**src/rtl/segment_uop_sequencer.sv**
```systemverilog
// Splits one segmented vector load/store into single-element micro-ops, keeping up to
// MaxOutstanding in flight; tracks in-order responses and reports the precise faulting segment.
module segment_uop_sequencer #(
  parameter int unsigned VlWidth        = 16,
  parameter int unsigned AddrWidth      = 64,
  parameter int unsigned MaxOutstanding = 4
) (
  input  logic                 clk_i,
  input  logic                 rst_ni,
  input  logic                 req_valid_i,
  output logic                 req_ready_o,
  input  logic                 req_is_load_i,
  input  logic [1:0]           req_mode_i,
  input  logic [2:0]           req_nf_i,
  input  logic [1:0]           req_eew_i,
  input  logic [VlWidth-1:0]   req_vl_i,
  input  logic [VlWidth-1:0]   req_vstart_i,
  input  logic [4:0]           req_vd_i,
  input  logic [AddrWidth-1:0] req_addr_i,
  input  logic [AddrWidth-1:0] req_stride_i,
  output logic                 uop_valid_o,
  input  logic                 uop_ready_i,
  output logic [VlWidth-1:0]   uop_vstart_o,
  output logic [VlWidth-1:0]   uop_vl_o,
  output logic [4:0]           uop_vd_o,
  output logic [AddrWidth-1:0] uop_addr_o,
  output logic [AddrWidth-1:0] uop_stride_o,
  output logic                 uop_is_load_o,
  output logic                 uop_indexed_o,
  input  logic                 uop_resp_valid_i,
  input  logic                 uop_resp_exc_i,
  output logic                 resp_valid_o,
  output logic                 resp_exc_o,
  output logic [VlWidth-1:0]   resp_vstart_o,
  output logic                 load_complete_o,
  output logic                 store_complete_o,
  output logic                 busy_o
);

  localparam int unsigned OutW = $clog2(MaxOutstanding + 1);

  typedef enum logic [1:0] {IDLE, ISSUE, DRAIN, RESP} state_e;

  state_e               r_state, w_state_nxt;
  logic                 r_is_load;
  logic [1:0]           r_mode;
  logic [2:0]           r_nf, r_fld, r_rsp_fld;
  logic [1:0]           r_eew;
  logic [VlWidth-1:0]   r_vl, r_seg, r_rsp_seg, r_fault_vstart;
  logic [4:0]           r_vd;
  logic [AddrWidth-1:0] r_addr, r_stride;
  logic [OutW-1:0]      r_outst;
  logic                 r_exc;

  logic                 w_accept, w_in_issue, w_can_issue, w_issue, w_rsp, w_new_exc;
  logic                 w_last_fld, w_last_uop, w_rsp_last_fld, w_indexed;
  logic [AddrWidth-1:0] w_unit_stride, w_stride;

  assign w_accept       = (r_state == IDLE) && req_valid_i;
  assign w_in_issue     = (r_state == ISSUE);
  assign w_can_issue    = w_in_issue && (r_outst < OutW'(MaxOutstanding));
  assign w_issue        = w_can_issue && uop_ready_i;
  // Responses only count while something is actually in flight, so stray ones never underflow.
  assign w_rsp          = uop_resp_valid_i && (r_state inside {ISSUE, DRAIN}) && (r_outst != '0);
  assign w_new_exc      = w_rsp && uop_resp_exc_i && !r_exc;
  assign w_last_fld     = (r_fld == r_nf);
  assign w_last_uop     = w_last_fld && (r_seg == r_vl - 1'b1);
  assign w_rsp_last_fld = (r_rsp_fld == r_nf);
  assign w_indexed      = (r_mode == 2'd2);
  assign w_unit_stride  = AddrWidth'({1'b0, r_nf} + 4'd1) << r_eew;
  assign w_stride       = w_indexed ? '0 : ((r_mode == 2'd0) ? w_unit_stride : r_stride);

  always_comb begin
    w_state_nxt = r_state;
    unique case (r_state)
      IDLE:    if (req_valid_i) w_state_nxt = (req_vstart_i >= req_vl_i) ? RESP : ISSUE;
      ISSUE:   if (w_new_exc || (w_issue && w_last_uop)) w_state_nxt = DRAIN;
      DRAIN:   if ((r_outst == '0) || ((r_outst == OutW'(1)) && w_rsp)) w_state_nxt = RESP;
      RESP:    w_state_nxt = IDLE;
      default: w_state_nxt = IDLE;
    endcase
  end

  always_ff @(posedge clk_i or negedge rst_ni) begin
    if (!rst_ni) r_state <= IDLE;
    else         r_state <= w_state_nxt;
  end

  always_ff @(posedge clk_i or negedge rst_ni) begin
    if (!rst_ni) begin
      r_is_load <= 1'b0; r_mode <= '0; r_nf <= '0; r_eew <= '0; r_vl <= '0; r_vd <= '0;
      r_addr <= '0; r_stride <= '0; r_seg <= '0; r_fld <= '0; r_rsp_seg <= '0;
      r_rsp_fld <= '0; r_outst <= '0; r_exc <= 1'b0; r_fault_vstart <= '0;
    end else if (w_accept) begin
      r_is_load <= req_is_load_i; r_mode <= req_mode_i; r_nf <= req_nf_i; r_eew <= req_eew_i;
      r_vl <= req_vl_i; r_vd <= req_vd_i; r_addr <= req_addr_i; r_stride <= req_stride_i;
      r_seg <= req_vstart_i; r_fld <= '0; r_rsp_seg <= req_vstart_i; r_rsp_fld <= '0;
      r_outst <= '0; r_exc <= 1'b0; r_fault_vstart <= '0;
    end else if (r_state == RESP) begin
      r_seg <= '0; r_fld <= '0; r_rsp_seg <= '0; r_rsp_fld <= '0;
      r_outst <= '0; r_exc <= 1'b0; r_fault_vstart <= '0;
    end else begin
      if (w_issue) begin
        if (w_last_fld) begin
          r_fld <= '0;
          r_seg <= r_seg + 1'b1;
        end else begin
          r_fld <= r_fld + 1'b1;
        end
      end
      // Response counters mirror issue order, so they name the segment each response belongs to.
      if (w_rsp) begin
        if (w_rsp_last_fld) begin
          r_rsp_fld <= '0;
          r_rsp_seg <= r_rsp_seg + 1'b1;
        end else begin
          r_rsp_fld <= r_rsp_fld + 1'b1;
        end
      end
      if (w_new_exc) begin
        r_exc          <= 1'b1;
        r_fault_vstart <= r_rsp_seg;
      end
      if (w_issue && !w_rsp)      r_outst <= r_outst + 1'b1;
      else if (!w_issue && w_rsp) r_outst <= r_outst - 1'b1;
    end
  end

  assign req_ready_o      = (r_state == IDLE);
  assign busy_o           = (r_state != IDLE);
  assign uop_valid_o      = w_can_issue;
  assign uop_vstart_o     = w_in_issue ? r_seg : '0;
  assign uop_vl_o         = w_in_issue ? r_seg + 1'b1 : '0;
  assign uop_vd_o         = w_in_issue ? r_vd + 5'(r_fld) : '0;
  assign uop_addr_o       = w_in_issue ? r_addr + (AddrWidth'(r_fld) << r_eew) : '0;
  assign uop_stride_o     = w_in_issue ? w_stride : '0;
  assign uop_is_load_o    = w_in_issue && r_is_load;
  assign uop_indexed_o    = w_in_issue && w_indexed;
  assign resp_valid_o     = (r_state == RESP);
  assign resp_exc_o       = resp_valid_o && r_exc;
  assign resp_vstart_o    = (resp_valid_o && r_exc) ? r_fault_vstart : '0;
  assign load_complete_o  = resp_valid_o && r_is_load;
  assign store_complete_o = resp_valid_o && !r_is_load;

endmodule
```
**config.mk**
```make
export PLATFORM = sky130hd
export DESIGN_NAME = segment_uop_sequencer
export DESIGN_NICKNAME = d
export VERILOG_FILES = /design/src/rtl/segment_uop_sequencer.sv
export SDC_FILE = /design/constraint.sdc
export NUM_CORES = 1
export LEC_CHECK = 0
export BUFFER_PORTS_ARGS = -buffer_cell sky130_fd_sc_hd__buf_4
export CAP_MARGIN = 20
export CORE_MARGIN = 2
export CORE_UTILIZATION = 30
export DETAILED_ROUTE_END_ITERATION = 10
export GPL_TIMING_DRIVEN = 0
export HOLD_SLACK_MARGIN = 0.02
export PLACE_DENSITY_LB_ADDON = 0.2
export SYNTH_ARGS = -nofsm -noshare
export SYNTH_HDL_FRONTEND = slang
export SYNTH_SLANG_ARGS = --single-unit
```
**constraint.sdc**
```tcl
create_clock -name clk_i -period 10.1 [get_ports clk_i]
set_clock_uncertainty 0.2 [all_clocks]
set_input_delay 3.03 -clock clk_i [delete_from_list [all_inputs] [get_ports clk_i]]
set_output_delay 3.03 -clock clk_i [all_outputs]
set_load 0.05 [all_outputs]
```
==> impl_metrics.tcl <==
set metrics [dict create \
    fin_tns_setup_ns 0 \
    p_leak_nw 8.91 \
    path_clk_slew_ns 0.06 \
    crit_required_ns 6.87 \
    yosys.area.top_type "dfrtp_1" \
    grt_most_used_layer "met2" \
    crit_type "reg -> out" \
    worstPathArrival_ns 4.75 \
    gr-total-overflow 0 \
    cts_hold_buf 0 \
    grt_pass1_wl_mm 74.7 \
    routedWlPerCell_um 19.0 \
    synth_edf_count 0 \
    hold_ws_ns 0.267 \
    syn_inst 1645 \
    yosysWarnings 0 \
    tritoncts "yes" \
    io_buffers 368 \
    met2_usage_pct 34.7 \
    syn-cell-area_um2 12900 \
    design.core.area_um2 42800 \
    start_util_pct 30.2 \
    grt_pass1_vias 12600 \
    rows 76 \
    nNetsFinal 2266 \
    fmax_mhz 125 \
    setup_viol 0 \
    max_slew_margin_pct 15.9 \
    power.density_nw_per_um2 290 \
    clk_latency_ns 0.56 \
    vdd_drop_max_mv 0.132 \
    grt_use_met1_pct 28.6 \
    dr.pass1.iters 5 \
    synthArstFlopShare_pct 100 \
    ant_nets 0 \
    ys_ff_latch 217 \
    cts_made_buffers 28 \
    avgSynthCellArea_um2 7.86 \
    stdcell_area_um2 17500 \
    max-clock-path-buffers 3 \
    vias 12900 \
    worstSetupStartpointType "register" \
    die_h_um 212 \
    track_usage_pct 21.8 \
    antenna_found_initial 0 \
    outcome "finished, final reports clean" \
    syn2layout_area_growth_pct 35.1 \
    ys.flop_type "dfrtp_1" \
    drive_gt1_share_pct 21.2 \
    synthTopCellsByArea "dfrtp_1, nand2_1, and3_1" \
    grt_start_max_net_pins 92 \
    cts-resized-gates 0 \
    end_kind "output port" \
    final_common_cell "nand2_1" \
    globalRouteMet3Util_pct 5.98 \
    path_max_fanout 10 \
    yosys.area.top_type_share_pct 42.0 \
    drt-total-wl_mm 49.7 \
    die_w_um 212 \
    cts_setup_buffers 0 \
    syn_nets 1866 \
    finalHoldViolations 0 \
    final_cell_mix "nand2_1, buf_4, dfrtp_1" \
    gp_congestion 0.882 \
    worst_slew_pin_slew_ns 1.23 \
    clk_root_buffer_cell "clkbuf_16" \
    period_share_pct 79.0 \
    final_util_pct 40.8 \
    drt_iter0_markers 784 \
    die_area_um2 44800 \
    fin_crit_ns 7.98 \
    htreeDepth 1 \
    rsz0062_at_grt "false" \
    drc 0 \
    num_io_pins 369 \
    slew_viol_final 0 \
    ys_types 58 \
    holdPathStages 2 \
    cts.sink_count 217 \
    reg2reg_depth 11 \
    maxCapViolations 0 \
    place_area_um2 16400 \
    num_antenna_cells 0 \
    yosysSeqAreaShare_pct 42.0 \
    hp-class "reg -> reg" \
    vias_per_cell 4.92 \
    hpwl_mm 38.2 \
]
-- critical path, cell delays in order (launching register included) --
cell	delay [ns]
dfrtp_1	0.32
clkbuf_1	0.33
clkbuf_1	0.52
mux2i_1	0.25
nor2_1	0.09
ha_1	0.31
a21o_1	0.17
a21o_1	0.23
a2111oi_0	1.08
nor3_1	0.26
nand3_1	0.18
xnor2_1	0.12
and2_1	0.15
buf_4	0.21
-- final cells by class --
type,count,area (um^2)
fill,4456,25300
inverter,41,154
clock inverter,14,205
clock buffer,37,826
tap,546,683
multi-input combinational,1285,6940
buffer,102,398
timing repair buffer,370,2830
sequential,217,5430
-- synth_stat cells (22+ instances only) --
cell and count:
and3_1 95, clkbuf_1 87, inv_1 40, nor3_1 22, dfrtp_1 217, and2_1 32, ha_1 40, nand4_1 31
xnor2_1 48, nand3_1 36, nand2_1 544, xor2_1 63, o21ai_0 84, nor2_1 97, a21oi_1 74
-- layer usage --
metal	up-vias	wire length, um
met3	75	3890
met5	-	0
met1	6152	22000
met2	386	22200
met4	0	1610
li1	6239	-
-- where the power goes --
group,total [W],internal (W),leakage (nW),switching [W]
Combinational,0.00240,0.000765,5.61,0.00163
Sequential,0.00156,0.00122,2.78,0.000336
Clock,0.00111,0.000700,0.517,0.000414
-- through the flow --
stage / total power [W] / worst slack (ns) / instances
after global routing: 0.00542 / 2.00 / 2612
after CTS: 0.00511 / 2.23 / 2612
after global placement: 0.00393 / 2.92 / 2559
after floorplan: 0.00311 / 3.38 / 1645
after detailed placement: 0.00397 / 2.84 / 2561
final: 0.00507 / 2.12 / 2612
-- final timing paths --
path	slack (ns)	from	end
worst max-delay path	2.12	r_eew[0]$_DFFE_PN0P_	uop_addr_o[17]
worst min-delay path	0.27	r_stride[28]$_DFFE_PN0P_	r_stride[28]$_DFFE_PN0P_
worst max register to register	6.77	r_state[1]$_DFFE_PN0P_	r_state[1]$_DFFE_PN0P_
worst min register to register	0.27	r_stride[28]$_DFFE_PN0P_	r_stride[28]$_DFFE_PN0P_
max in group asynchronous	6.30	rst_ni	r_stride[54]$_DFFE_PN0P_
min in group asynchronous	2.16	rst_ni	r_addr[19]$_DFFE_PN0P_
-- flip-flops by register name, indices dropped and copies added (netlist names), 3 cells and up --
| register | count |
|---|---|
| r_addr | 64 |
| r_stride | 64 |
| r_fault_vstart | 16 |
| r_rsp_seg | 16 |
| r_seg | 16 |
| r_vl | 16 |
| r_vd | 5 |
| r_fld | 3 |
| r_nf | 3 |
| r_outst | 3 |
| r_rsp_fld | 3 |
-- cells by family after synthesis --
group / count (synthesis) / synth area share, %
compound gates: 191 / 8.31
xor+xnor: 111 / 7.52
fa+ha+maj: 42 / 4.18
buf+inv: 143 / 4.27
flops: 217 / 42.0
mux: 15 / 1.23
simple gates: 926 / 32.5
Note: power is estimated with default switching activity, not from simulation.
